[config.mk]
export PLATFORM = sky130hd
export DESIGN_NAME = nibble_editor
export DESIGN_NICKNAME = d
export VERILOG_FILES = /design/src/rtl/nibble_editor_pkg.sv /design/src/rtl/nibble_editor_btn_edge_sync.sv /design/src/rtl/nibble_editor.sv
export SDC_FILE = /design/constraint.sdc
export NUM_CORES = 1
export LEC_CHECK = 0
export BUFFER_PORTS_ARGS = -buffer_cell sky130_fd_sc_hd__buf_2
export CAP_MARGIN = 20
export CORE_MARGIN = 2
export CORE_UTILIZATION = 50
export DETAILED_ROUTE_END_ITERATION = 7
export PLACE_DENSITY = 0.81
export SLEW_MARGIN = 20
export SYNTH_ARGS = -nofsm -noshare
export SYNTH_HDL_FRONTEND = slang
export SYNTH_SLANG_ARGS = --single-unit
[constraint.sdc]
create_clock -name clk -period 5 [get_ports clk]
set_clock_uncertainty 0.1 [all_clocks]
set_input_delay 1 -clock clk [delete_from_list [all_inputs] [get_ports clk]]
set_output_delay 1 -clock clk [all_outputs]
set_load 0.01 [all_outputs]
[src/rtl/nibble_editor_pkg.sv]
// Shared types and constants for the nibble editor: FSM states, button indices
// and the digit step helpers used for up/down editing.
package nibble_editor_pkg;

  typedef enum logic {
    EDIT   = 1'b0,
    COMMIT = 1'b1
  } state_t;

  localparam int BTN_LEFT  = 0;
  localparam int BTN_RIGHT = 1;
  localparam int BTN_UP    = 2;
  localparam int BTN_DOWN  = 3;
  localparam int BTN_ENTER = 4;
  localparam int NIBBLES   = 8;

  // Digits at or above the radix (only reachable via load) snap to the wrap value.
  function automatic logic [3:0] digit_up(input logic [3:0] d, input int radix);
    if (int'(d) >= radix - 1) return 4'd0;
    return d + 4'd1;
  endfunction

  function automatic logic [3:0] digit_down(input logic [3:0] d, input int radix);
    if (d == 4'd0 || int'(d) >= radix) return 4'(radix - 1);
    return d - 4'd1;
  endfunction

endpackage

[src/rtl/nibble_editor_btn_edge_sync.sv]
// Two-flop synchronizer per bit followed by a rising-edge pulse generator.
module btn_edge_sync #(
  parameter int WIDTH = 5
) (
  input  logic             clk,
  input  logic             rst,
  input  logic [WIDTH-1:0] din,
  output logic [WIDTH-1:0] level,
  output logic [WIDTH-1:0] rise
);

  logic [WIDTH-1:0] sync1_q;
  logic [WIDTH-1:0] sync2_q;
  logic [WIDTH-1:0] prev_q;

  always_ff @(posedge clk or posedge rst) begin
    if (rst) begin
      sync1_q <= '0;
      sync2_q <= '0;
      prev_q  <= '0;
    end else begin
      sync1_q <= din;
      sync2_q <= sync1_q;
      prev_q  <= sync2_q;
    end
  end

  assign level = sync2_q;
  assign rise  = sync2_q & ~prev_q;

endmodule

[src/rtl/nibble_editor.sv]
// Cursor-based 32-bit digit editor with valid/ready commit of the edited value.
// Optional up/down auto-repeat is built when NIBBLE_EDITOR_AUTOREPEAT_EN is defined.
module nibble_editor
  import nibble_editor_pkg::*;
#(
  parameter int RADIX      = 10,
  parameter int RPT_DELAY  = 50_000_000,
  parameter int RPT_PERIOD = 10_000_000
) (
  input  logic        clk,
  input  logic        rst,
  input  logic [4:0]  btn_i,
  input  logic        load_i,
  input  logic [31:0] load_data_i,
  input  logic        commit_ready_i,
  output logic [31:0] data_o,
  output logic [2:0]  sel_o,
  output logic [3:0]  digit_o,
  output logic        commit_valid_o,
  output logic [31:0] commit_data_o
);

  if (RADIX < 2 || RADIX > 16 || RPT_DELAY < 1 || RPT_PERIOD < 1) begin : g_bad_param
    $error("nibble_editor: parameter out of range");
  end

  state_t      state_q, state_d;
  logic [31:0] data_q, data_d;
  logic [2:0]  sel_q, sel_d;
  logic [31:0] cdata_q, cdata_d;
  logic [4:0]  btn_lvl, btn_rise, act;
  logic        rpt_up, rpt_dn;

  btn_edge_sync #(.WIDTH(5)) u_btn_sync (
    .clk   (clk),
    .rst   (rst),
    .din   (btn_i),
    .level (btn_lvl),
    .rise  (btn_rise)
  );

  // Only the highest-priority edge of the cycle survives.
  always_comb begin
    act = '0;
    if      (btn_rise[BTN_LEFT])  act[BTN_LEFT]  = 1'b1;
    else if (btn_rise[BTN_RIGHT]) act[BTN_RIGHT] = 1'b1;
    else if (btn_rise[BTN_UP])    act[BTN_UP]    = 1'b1;
    else if (btn_rise[BTN_DOWN])  act[BTN_DOWN]  = 1'b1;
    else if (btn_rise[BTN_ENTER]) act[BTN_ENTER] = 1'b1;
  end

`ifdef NIBBLE_EDITOR_AUTOREPEAT_EN
  logic [31:0] rpt_cnt_q, rpt_cnt_d;
  logic        rpt_on_q, rpt_on_d;
  logic        held_up, held_dn;

  assign held_up = (btn_lvl == 5'b00100);
  assign held_dn = (btn_lvl == 5'b01000);

  always_comb begin
    rpt_cnt_d = rpt_cnt_q;
    rpt_on_d  = rpt_on_q;
    rpt_up    = 1'b0;
    rpt_dn    = 1'b0;
    if (state_q != EDIT || load_i || !(held_up || held_dn)) begin
      rpt_on_d  = 1'b0;
      rpt_cnt_d = '0;
    end else if (btn_rise[BTN_UP] || btn_rise[BTN_DOWN]) begin
      rpt_on_d  = 1'b1;
      rpt_cnt_d = 32'(RPT_DELAY - 1);
    end else if (rpt_on_q) begin
      if (rpt_cnt_q == '0) begin
        rpt_up    = held_up;
        rpt_dn    = held_dn;
        rpt_cnt_d = 32'(RPT_PERIOD - 1);
      end else begin
        rpt_cnt_d = rpt_cnt_q - 32'd1;
      end
    end
  end

  always_ff @(posedge clk or posedge rst) begin
    if (rst) begin
      rpt_cnt_q <= '0;
      rpt_on_q  <= 1'b0;
    end else begin
      rpt_cnt_q <= rpt_cnt_d;
      rpt_on_q  <= rpt_on_d;
    end
  end
`else
  logic unused_btn_lvl;
  assign unused_btn_lvl = ^btn_lvl;
  assign rpt_up = 1'b0;
  assign rpt_dn = 1'b0;
`endif

  always_comb begin
    state_d = state_q;
    data_d  = data_q;
    sel_d   = sel_q;
    cdata_d = cdata_q;
    case (state_q)
      EDIT: begin
        if (load_i) begin
          data_d = load_data_i;
          sel_d  = '0;
        end else if (act[BTN_LEFT]) begin
          sel_d = sel_q + 3'd1;
        end else if (act[BTN_RIGHT]) begin
          sel_d = sel_q - 3'd1;
        end else if (act[BTN_UP] || rpt_up) begin
          data_d[{sel_q, 2'b00} +: 4] = digit_up(data_q[{sel_q, 2'b00} +: 4], RADIX);
        end else if (act[BTN_DOWN] || rpt_dn) begin
          data_d[{sel_q, 2'b00} +: 4] = digit_down(data_q[{sel_q, 2'b00} +: 4], RADIX);
        end else if (act[BTN_ENTER]) begin
          cdata_d = data_q;
          state_d = COMMIT;
        end
      end
      COMMIT: begin
        if (commit_ready_i) state_d = EDIT;
      end
      default: state_d = EDIT;
    endcase
  end

  always_ff @(posedge clk or posedge rst) begin
    if (rst) begin
      state_q <= EDIT;
      data_q  <= '0;
      sel_q   <= '0;
      cdata_q <= '0;
    end else begin
      state_q <= state_d;
      data_q  <= data_d;
      sel_q   <= sel_d;
      cdata_q <= cdata_d;
    end
  end

  assign data_o         = data_q;
  assign sel_o          = sel_q;
  assign digit_o        = data_q[{sel_q, 2'b00} +: 4];
  assign commit_valid_o = (state_q == COMMIT);
  assign commit_data_o  = cdata_q;

endmodule

==> metrics.csv <==
stage;metric;value;unit
worst_hold_path;hold path start;u_btn_sync.sync1_q[1];
cells_and_area;post-route cell area;0.004966;mm²
cells_and_area;area grow syn2layout;20.53;%
clock_tree;Sink Count;83;
place;port buffer count;112;
floorplanning;die area;0.008982;mm²
sta;Hold Slack;256.9;ps
grt;first-pass GRT wire length;18310;µm
clock_tree;cts bufs inserted;9;
sta;final setup fails;0;
synthesis;top cells by area, synth;dfrtp_1 50%, mux2_2 9.3%, a21oi_1 3.0%;
clock_tree;Clock Tree Root;clkbuf_8;
floorplanning;Ports;113;
drt;routed wl met3;968;µm
cells_and_area;multi-input logic area;0.001938;mm²
clock_tree;clock-pin transition on the worst setup and hold timing paths;80;ps
place;GPL Wtd Cong;0.9626;
synthesis;syn avg cell area;10.93;µm²
sta;Final Cycle Share;0.7587;
synthesis;Seq/Total Area, Yosys;0.5041;
synthesis;top cell type by total area after synthesis;dfrtp_1;
grt;initial antenna violation count;0;
drt;Wirelength per Cell;19.53;µm
drt;1st-iter DRT viols;286;
clock_tree;CTS tree;built;
synthesis;most numerous cell in the Yosys netlist;dfrtp_1;
drt;Via-to-Cell Ratio;6.064;
floorplanning;Core ar.;0.008093;mm²
setup_path;Crit Path Max Fanout;18;
setup_path;Reg2Reg Setup Slack;1210;ps
synthesis;synth warn;0;
synthesis;top cells by count, synth;83 x dfrtp_1, 34 x mux2_2, 28 x nor2_1;
synthesis;Synth Instances;377;
pwr;Lkg Pwr;2.327;nW
drt;final WL;11660;µm
sta;slew of the pin with the lowest slew margin;1079;ps
synthesis;top_reg_cell synth;dfrtp_1;
cells_and_area;Final nets;539;
cells_and_area;Inserted Diodes;0;
drt;DRC violations left;0;
sta;post-route minimum period;3793;ps
setup_path;CP Capture Type;flop;
sta;setup TNS;0;ps
setup_path;Crit path arrival time;3910;ps
drt;DR vias;3620;
setup_path;reg2reg start;sel_o[1];
drt;met2 WL;5558;µm
setup_path;Req. time, crit path;5120;ps
drt;Top Layer Used;met4;
synthesis;Synth top area share;0.5041;
synthesis;count of cell types in the netlist;50;
pwr;maximum vdd drop;0.0002662;V
place;Post-DP HPWL;8479;µm
synthesis;FFs w/ async S/R, synth;1.000;
synthesis;Cell Area, Synth;0.004120;mm²
grt;largest net degree at the start of global routing;44;
clock_tree;Max Root-Sink Buffers;2;
place;pre-CTS setup slack;1323;ps
floorplanning;Die Wd;94.78;µm
worst_hold_path;hold depth;0;
drt;Post-Route M1 WL;4855;µm
run_status;status;finished clean;
worst_hold_path;worst hold path type;reg2reg;
setup_path;worst path cell trace;mux2i_1 -> o22ai_1 -> nor2_1 -> inv_1 -> ha_1 -> or4_1 -> o2111a_1 -> a21oi_4 -> o21ai_1;
clock_tree;clk_lat worst skew;350;ps
grt;overall routing resource usage;0.2729;
floorplanning;die height;94.78;µm
setup_path;crit path kind;reg2reg;
place;Placed Area;0.004765;mm²
clock_tree;setup bufs post-CTS;0;
drt;Antenna Nets Post-Route;0;
synthesis;Syn Nets;429;
clock_tree;# hold bufs at CTS;0;
cells_and_area;fraction of layout cells with a size suffix above 1;0.3638;
synthesis;synthesis-stage register bit count;83;
cells_and_area;utilization after layout;0.6136;
grt;Overflow after GRT;0;
floorplanning;Initial Utilization;0.5091;
pwr;pwr dens;447.6;mW/mm²
clock_tree;Post-CTS Resized;0;
synthesis;Post-synth EDFFs;0;
sta;relative max-transition margin;0.2789;
sta;fmax;263.6;MHz
worst_hold_path;hold path endpoint;u_btn_sync.level[1];
sta;Final Hold Vio Count;0;
floorplanning;FP Rows;33;
drt;drt first pass iters;5;
setup_path;CP max stage cell;dfrtp_1;
sta;worst setup margin;1207;ps
cells_and_area;Fillers;702;
sta;max-slew violations;0;
setup_path;r2r endpoint;data_o[23];
job;Max-cap violations;0;
setup_path;crit-path max cell delay;850;ps
grt;vias in the first global route;3483;
cells_and_area;register area;0.002077;mm²
clock_tree;H-Tree Depth;3;
sta;RSZ-0062 raised after global routing;false;
setup_path;Reg2Reg Depth;9;
setup_path;CP Launch Type;flop;
-- cell type report --
type                            count  area share
Multi-Input combinational cell    268      0.3903
Clock buffer                       11     0.02847
Tap cell                          105     0.02646
Clock inverter                      5     0.01209
Inverter                           11    0.008566
Sequential cell                    83      0.4182
Timing Repair Buffer              114      0.1159
-- stage by stage --
step | std cells | power [mW]
final | 597 | 2.223
after CTS | 597 | 2.218
after detailed placement | 581 | 1.723
after global placement | 581 | 1.703
after global routing | 597 | 2.343
after floorplan | 377 | 1.403
-- logic make-up after synthesis --
| kind of cell | after synthesis | share of synthesized area |
|---|---|---|
| multiplexers | 47 | 0.1403 |
| XOR/XNOR | 1 | 0.002126 |
| flip-flops | 83 | 0.5041 |
| adder cells (fa/ha/maj) | 11 | 0.03523 |
| AO/OA/AOI/OAI | 102 | 0.1613 |
| buffers and inverters | 26 | 0.02612 |
| AND/OR/NAND/NOR | 107 | 0.1309 |
-- sequential cells by signal, summed over array words and instances, names as in the netlist --
register / flops
commit_data_o: 32
data_o: 32
u_btn_sync.level: 5
u_btn_sync.prev_q: 5
u_btn_sync.sync1_q: 5
sel_o: 3
commit_valid_o: 1
-- cells in the final DEF (no fill, tap or decap), types with 3 or more instances in the layout --
master,count
buf_2,112
dfrtp_1,83
mux2_2,34
nor2_1,27
nand2_1,26
a21oi_1,25
nor2b_1,15
o21ai_0,14
o21ai_1,12
ha_1,10
clkbuf_8,10
nand2b_1,9
inv_1,8
a221oi_1,8
a31oi_1,7
a22oi_1,7
o31ai_1,7
mux2i_1,6
o22ai_1,6
nor3_1,5
or3_1,5
mux4_2,5
o221ai_1,5
or2_2,3
and2_1,3
and3_1,3
-- how the worst max path moves through the flow --
stage / startpoint / end / slack, ps / cells after the start
global placement: load_i / data_o[10] / 1380 / 5
global route: sel_o[1] / data_o[23] / 1120 / 9
CTS: sel_o[1] / data_o[23] / 1300 / 9
finish: sel_o[1] / data_o[23] / 1210 / 9
floorplan: rst / commit_data_o[0] / 1760 / 1
detailed placement: sel_o[1] / data_o[23] / 1320 / 9
-- critical path: cells and delay by family, from the launching register on --
kind / cells / cell delay, ps
DFF: 1 / 850
muxes: 1 / 370
AOI/OAI and AO/OA: 4 / 1010
adders and majority gates: 1 / 250
buffers and inverters: 1 / 170
and+or+nand+nor: 2 / 910
-- report_power, final --
part | switching [mW] | internal, mW
Combinational | 0.490 | 0.327
Clock | 0.250 | 0.247
Sequential | 0.112 | 0.798
-- metal layers --
layer  global-route usage  vias up
li1                     -     1611
met1               0.3695     1785
met2               0.4356      197
met3              0.05587       27
met4               0.1027        0
met5                    0        -
(Power assumes the default switching activity.)
